===== src/rtl/unary_pkg.sv =====
// Shared types and helpers for the unary operand serializer.
package unary_pkg;

   typedef enum logic [1:0] {IDLE, STREAM, GAP} ser_state_t;

   // Bits needed to hold 0..frame_len.
   function automatic int unsigned cnt_w(input int unsigned frame_len);
      return $clog2(frame_len + 1);
   endfunction

endpackage


===== src/rtl/unary_channel_gen.sv =====
// One unary channel: clamps and latches an operand on load, then emits a
// thermometer bit for the shared frame counter, plus the clamp flag.
module unary_channel_gen
   import unary_pkg::*;
#(
   parameter int unsigned WIDTH     = 8,
   parameter int unsigned FRAME_LEN = 8,
   parameter int unsigned CW        = cnt_w(FRAME_LEN)
) (
   input  logic             clk,
   input  logic             reset,
   input  logic             load,
   input  logic             stream_en,
   input  logic [CW-1:0]    cnt_d,
   input  logic [WIDTH-1:0] val_in,
   output logic             bit_o,
   output logic             sat_o
);

   logic [CW-1:0] val_q, val_d;
   logic          bit_q, bit_d;
   logic          sat_q, sat_d;
   logic          over_c;
   logic [CW-1:0] clamp_c;

   // Operand is judged against the counter value the next cycle will show.
   always_comb begin
      over_c  = val_in > WIDTH'(FRAME_LEN);
      clamp_c = over_c ? CW'(FRAME_LEN) : CW'(val_in);
      val_d   = load ? clamp_c : val_q;
      sat_d   = load ? over_c : sat_q;
      bit_d   = stream_en & (cnt_d < val_d);
   end

   always_ff @(posedge clk or negedge reset) begin
      if (!reset) begin
         val_q <= '0;
         bit_q <= 1'b0;
         sat_q <= 1'b0;
      end else begin
         val_q <= val_d;
         bit_q <= bit_d;
         sat_q <= sat_d;
      end
   end

   assign bit_o = bit_q;
   assign sat_o = sat_q;

endmodule


===== src/rtl/unary_operand_serializer.sv =====
// Accepts binary operand pairs and streams them as framed thermometer codes,
// with an idle gap after each frame so the downstream adder can close its count.
module unary_operand_serializer
   import unary_pkg::*;
#(
   parameter int unsigned WIDTH     = 8,
   parameter int unsigned FRAME_LEN = 8,
   parameter int unsigned GAP       = 1
) (
   input  logic             clk,
   input  logic             reset,
   input  logic             in_valid,
   output logic             in_ready,
   input  logic [WIDTH-1:0] a_val,
   input  logic [WIDTH-1:0] b_val,
   output logic             a,
   output logic             b,
   output logic [1:0]       ready,
   output logic             frame_done,
   output logic [1:0]       sat
);

   localparam int unsigned CW = cnt_w(FRAME_LEN);
   localparam int unsigned GW = cnt_w(GAP);

   ser_state_t    state_q, state_d;
   logic [CW-1:0] cnt_q, cnt_d;
   logic [GW-1:0] gap_cnt_q, gap_cnt_d;
   logic [1:0]    ready_q, ready_d;
   logic          frame_done_q, frame_done_d;
   logic          in_ready_q, in_ready_d;
   logic          accept_c;
   logic          load_c;
   logic          stream_en_c;

   // Next-state, counters and registered-output inputs.
   always_comb begin
      state_d      = state_q;
      cnt_d        = cnt_q;
      gap_cnt_d    = gap_cnt_q;
      frame_done_d = 1'b0;
      load_c       = 1'b0;
      accept_c     = in_valid & in_ready_q;

      case (state_q)
         unary_pkg::IDLE: begin
            if (accept_c) begin
               load_c  = 1'b1;
               cnt_d   = '0;
               state_d = unary_pkg::STREAM;
            end
         end
         unary_pkg::STREAM: begin
            if (cnt_q == CW'(FRAME_LEN - 1)) begin
               state_d      = unary_pkg::GAP;
               gap_cnt_d    = '0;
               frame_done_d = 1'b1;
            end else begin
               cnt_d = cnt_q + CW'(1);
            end
         end
         unary_pkg::GAP: begin
            if (gap_cnt_q == GW'(GAP - 1)) begin
               if (accept_c) begin
                  load_c  = 1'b1;
                  cnt_d   = '0;
                  state_d = unary_pkg::STREAM;
               end else begin
                  state_d = unary_pkg::IDLE;
               end
            end else begin
               gap_cnt_d = gap_cnt_q + GW'(1);
            end
         end
         default: state_d = unary_pkg::IDLE;
      endcase

      stream_en_c = (state_d == unary_pkg::STREAM);
      ready_d     = stream_en_c ? 2'b11 : 2'b00;
      in_ready_d  = (state_d == unary_pkg::IDLE) |
                    ((state_d == unary_pkg::GAP) & (gap_cnt_d == GW'(GAP - 1)));
   end

   always_ff @(posedge clk or negedge reset) begin
      if (!reset) begin
         state_q      <= unary_pkg::IDLE;
         cnt_q        <= '0;
         gap_cnt_q    <= '0;
         ready_q      <= 2'b00;
         frame_done_q <= 1'b0;
         in_ready_q   <= 1'b0;
      end else begin
         state_q      <= state_d;
         cnt_q        <= cnt_d;
         gap_cnt_q    <= gap_cnt_d;
         ready_q      <= ready_d;
         frame_done_q <= frame_done_d;
         in_ready_q   <= in_ready_d;
      end
   end

   unary_channel_gen #(.WIDTH(WIDTH), .FRAME_LEN(FRAME_LEN), .CW(CW)) u_chan_a (
      .clk       (clk),
      .reset     (reset),
      .load      (load_c),
      .stream_en (stream_en_c),
      .cnt_d     (cnt_d),
      .val_in    (a_val),
      .bit_o     (a),
      .sat_o     (sat[0])
   );

   unary_channel_gen #(.WIDTH(WIDTH), .FRAME_LEN(FRAME_LEN), .CW(CW)) u_chan_b (
      .clk       (clk),
      .reset     (reset),
      .load      (load_c),
      .stream_en (stream_en_c),
      .cnt_d     (cnt_d),
      .val_in    (b_val),
      .bit_o     (b),
      .sat_o     (sat[1])
   );

   assign in_ready   = in_ready_q;
   assign ready      = ready_q;
   assign frame_done = frame_done_q;

endmodule


===== config.mk =====
export PLATFORM = sky130hd
export DESIGN_NAME = unary_operand_serializer
export DESIGN_NICKNAME = d
export VERILOG_FILES = /design/src/rtl/unary_pkg.sv /design/src/rtl/unary_channel_gen.sv /design/src/rtl/unary_operand_serializer.sv
export SDC_FILE = /design/constraint.sdc
export NUM_CORES = 1
export LEC_CHECK = 0
export BUFFER_PORTS_ARGS = -buffer_cell sky130_fd_sc_hd__buf_2
export CAP_MARGIN = 20
export CORE_MARGIN = 4
export CORE_UTILIZATION = 25
export CTS_CLUSTER_DIAMETER = 200
export DETAILED_ROUTE_END_ITERATION = 6
export HOLD_SLACK_MARGIN = 0.1
export SLEW_MARGIN = 25
export SYNTH_ARGS = -nofsm -noshare
export SYNTH_HDL_FRONTEND = slang
export SYNTH_SLANG_ARGS = --single-unit

===== constraint.sdc =====
create_clock -name clk -period 2.4 [get_ports clk]
set_input_delay 0.24 -clock clk [delete_from_list [all_inputs] [get_ports clk]]
set_output_delay 0.24 -clock clk [all_outputs]
set_load 0.05 [all_outputs]

==> reports/metrics.csv <==
stage,metric,value,unit
run_status,status,completed,
detailed_routing,drtAntennaViolNets,0,
sta,clock_skew,0.003483,ns
logic_synthesis,seq_area_frac_synth,42.47,%
min_path,hold_path_class,input port to register,
worst_setup_path,reg2reg_slack,0.11,ns
sta,relSlewSlack,65.36,%
worst_setup_path,cp_top_family,compound AO/OA/AOI/OAI gates,
logic_synthesis,syn_area,0.001296,mm²
clock_tree,root_buffer,clkbuf_8,
die,start_util,26.56,%
detailed_routing,vias,1084,
placement,dp_hpwl,2246,µm
final_layout,layout.nets,205,
logic_synthesis,syn_nets,150,
clock_tree,clk_latency,0.27,ns
logic_synthesis,synthFlopType,dfrtp_1,
logic_synthesis,ys_async_sr_fraction,100.0,%
logic_synthesis,synth_area_leaders,"dfrtp_1 (42%), ha_1 (11%), nand2_1 (3.8%)",
detailed_routing,wl_per_cell,12.91,µm
worst_setup_path,critPathLaunchType,register,
logic_synthesis,synth-edff-count,0,
placement,finalWeightedCongestion,0.7608,
sta,holdWs,0.2276,ns
detailed_routing,drcViolationCount,0,
grt,grt_max_degree,23,
pwr,p_per_area,1227,mW/mm²
detailed_routing,drt-initial-drc-count,39,
detailed_routing,dr.pass1.iters,4,
detailed_routing,drt-total-wl,3112,µm
worst_setup_path,path_buf_inv,0,
grt,grt_antenna_before_repair,0,
clock_tree,numCtsBuffers,3,
final_layout,drive_above_1_share,52.30,%
die,core_area,0.004880,mm²
grt,grt_pass1_wl,4733,µm
clock_tree,htreeDepth,1,
grt,grt_use_total,9.455,%
die,die_y,80.01,µm
sta,setup_viol,0,
logic_synthesis,synth_top_area_share,42.47,%
worst_setup_path,crit_arrival,2.48,ns
clock_tree,clock_path_buffers,2,
worst_setup_path,path_cells,"ha_4, nand2_1, a31oi_2, or2_1, a32o_2, ha_4, a21o_1, a21oi_2, nand3_1, a41oi_2",
sta,rsz0062_at_grt,yes,
pwr,ir_worst_vdd,0.7137,mV
grt,gr-total-overflow,0,
clock_tree,cts_tree,built,
sta,fmax,0.4362,GHz
worst_setup_path,path_class,register to register,
sta,fin_crit_sh,95.52,%
final_layout,final_util,38.72,%
worst_setup_path,worstSetupEndpointType,register,
run,max-cap-violations,0,
worst_setup_path,required,2.59,ns
sta,finalHoldViolCount,0,
logic_synthesis,ys_ff_latch,22,
logic_synthesis,synth_top_area_cell,dfrtp_1,
logic_synthesis,avgSynthCellArea,10.80,µm²
detailed_routing,viasPerCell,4.498,
worst_setup_path,cpMostUsedCell,ha_4,
worst_setup_path,crit_fanout,4,
final_layout,antenna_cells,0,
sta,min_period,2.293,ns
logic_synthesis,synth_most_common_cell,dfrtp_1,
logic_synthesis,synthDistinctLibCells,41,
final_layout,syn_to_final_growth,45.75,%
logic_synthesis,ys_warn_count,0,
placement,place_area,0.001612,mm²
final_layout,stdcell_area,0.001889,mm²
placement,io_buffers,26,
logic_synthesis,yosys-top-cells-count,"dfrtp_1 (22), nand2_1 (13), ha_1 (11)",
grt,grt_pass1_vias,1032,
clock_tree,clock_sinks,22,
pwr,power_leakage,0.8911,nW
sta,maxSlewViolCount,0,
worst_setup_path,crit_slowest_cell,dfrtp_1,
die,io_pins,27,
worst_setup_path,slowest_delay,0.45,ns
clock_tree,clk_pin_slew,0.09,ns
logic_synthesis,synthCells,120,
die,rows,25,
sta,worst_pin_slew,0.5197,ns
die,dieArea,0.006401,mm²
die,die_w,80.01,µm
pwr,p_total,2.318,mW
==> what timing repair did <==
| action | CTS | global route |
|---|---|---|
| endpoints found under the setup margin | 2 | 2 |
| pin swaps | 0 | 11 |
| resized for setup | 3 | 20 |
| hold endpoints to repair | 22 | 0 |
| buffers inserted | 1 | 9 |
| hold buffers | 1 | 0 |
==> report_power, final <==
part | switching [mW] | internal (mW)
clock | 0.132 | 0.223
combinational | 0.767 | 0.647
sequential | 0.0647 | 0.483
total | 0.964 | 1.35
==> tightest hold or removal path, stage by stage <==
cell and delay [ns]:
buf_2 0.09, a22oi_2 0.08, inv_1 0.06
==> registers in the layout, indices dropped and copies added, names as in the netlist <==
signal	flops
in_ready	1
u_chan_a.bit_o	1
u_chan_b.bit_o	1
ready	1
u_chan_a.val_q	4
u_chan_b.sat_o	1
u_chan_a.sat_o	1
frame_done	1
cnt_q	4
state_q	2
u_chan_b.val_q	4
gap_cnt_q	1
==> kinds of logic (layout without fill, tap and decap cells) <==
logic type	count (synthesis)	after routing	synth area share, %
fa+ha+maj	11	11	10.62
compound gates	33	33	22.49
mux	3	3	3.089
simple gates	37	37	15.54
flops	22	22	42.47
buf+inv	14	68	5.791
==> through the flow <==
stage / instances / setup WS [ns] / TNS (ns)
4_1_cts: 233 / 0.02321 / 0
3_3_place_gp: 227 / -0.02268 / -0.02268
2_1_floorplan: 120 / 0.07223 / 0
6_report: 241 / 0.1074 / 0
3_5_place_dp: 227 / -0.02560 / -0.02560
5_1_grt: 241 / -0.02676 / -0.03593
==> per-layer routing <==
metal / vias up / global-route usage [%] / share of wire [%]
met4: 0 / 1.520 / 0.39
met5: - / 0 / 0
li1: 539 / - / -
met3: 2 / 2.822 / 5.3
met2: 21 / 16.31 / 51
met1: 522 / 11.76 / 43
==> placed cells by master (no fill, tap or decap), types with 2 or more instances in the layout <==
cell type,count
a21o_1,2
a21oi_1,5
a21oi_2,2
a41oi_2,2
and2_1,2
buf_2,26
buf_4,28
clkbuf_8,3
dfrtp_1,22
ha_1,3
ha_2,2
ha_4,6
inv_1,4
inv_2,5
mux2_4,2
nand2_1,13
nand3_1,4
nor2_1,5
nor3b_2,2
o21a_1,5
o21ai_0,2
or3_1,2
or4_4,2
==> cell type report <==
cell class                 instances  area (µm²)
multi-input combinational         84       799.5
fill                             498        2990
tap                               67       83.83
inverter                           9       33.78
clock buffer                       3       41.29
clock inverter                     1       30.03
sequential                        22       550.5
timing repair buffer              55       350.3
==> path summary, 6_finish.rpt <==
check | start | cells past startpoint | endpoint
hold reg to reg | u_chan_b.sat_o | 2 | u_chan_b.sat_o
setup reg to reg | state_q[1] | 10 | u_chan_a.bit_o
hold / removal | b_val[2] | 3 | u_chan_b.val_q[2]
max in group asynchronous | reset | 2 | cnt_q[0]
min in group asynchronous | reset | 2 | cnt_q[2]
setup / recovery | state_q[1] | 10 | u_chan_a.bit_o
Power figures use the tool's default switching activity.
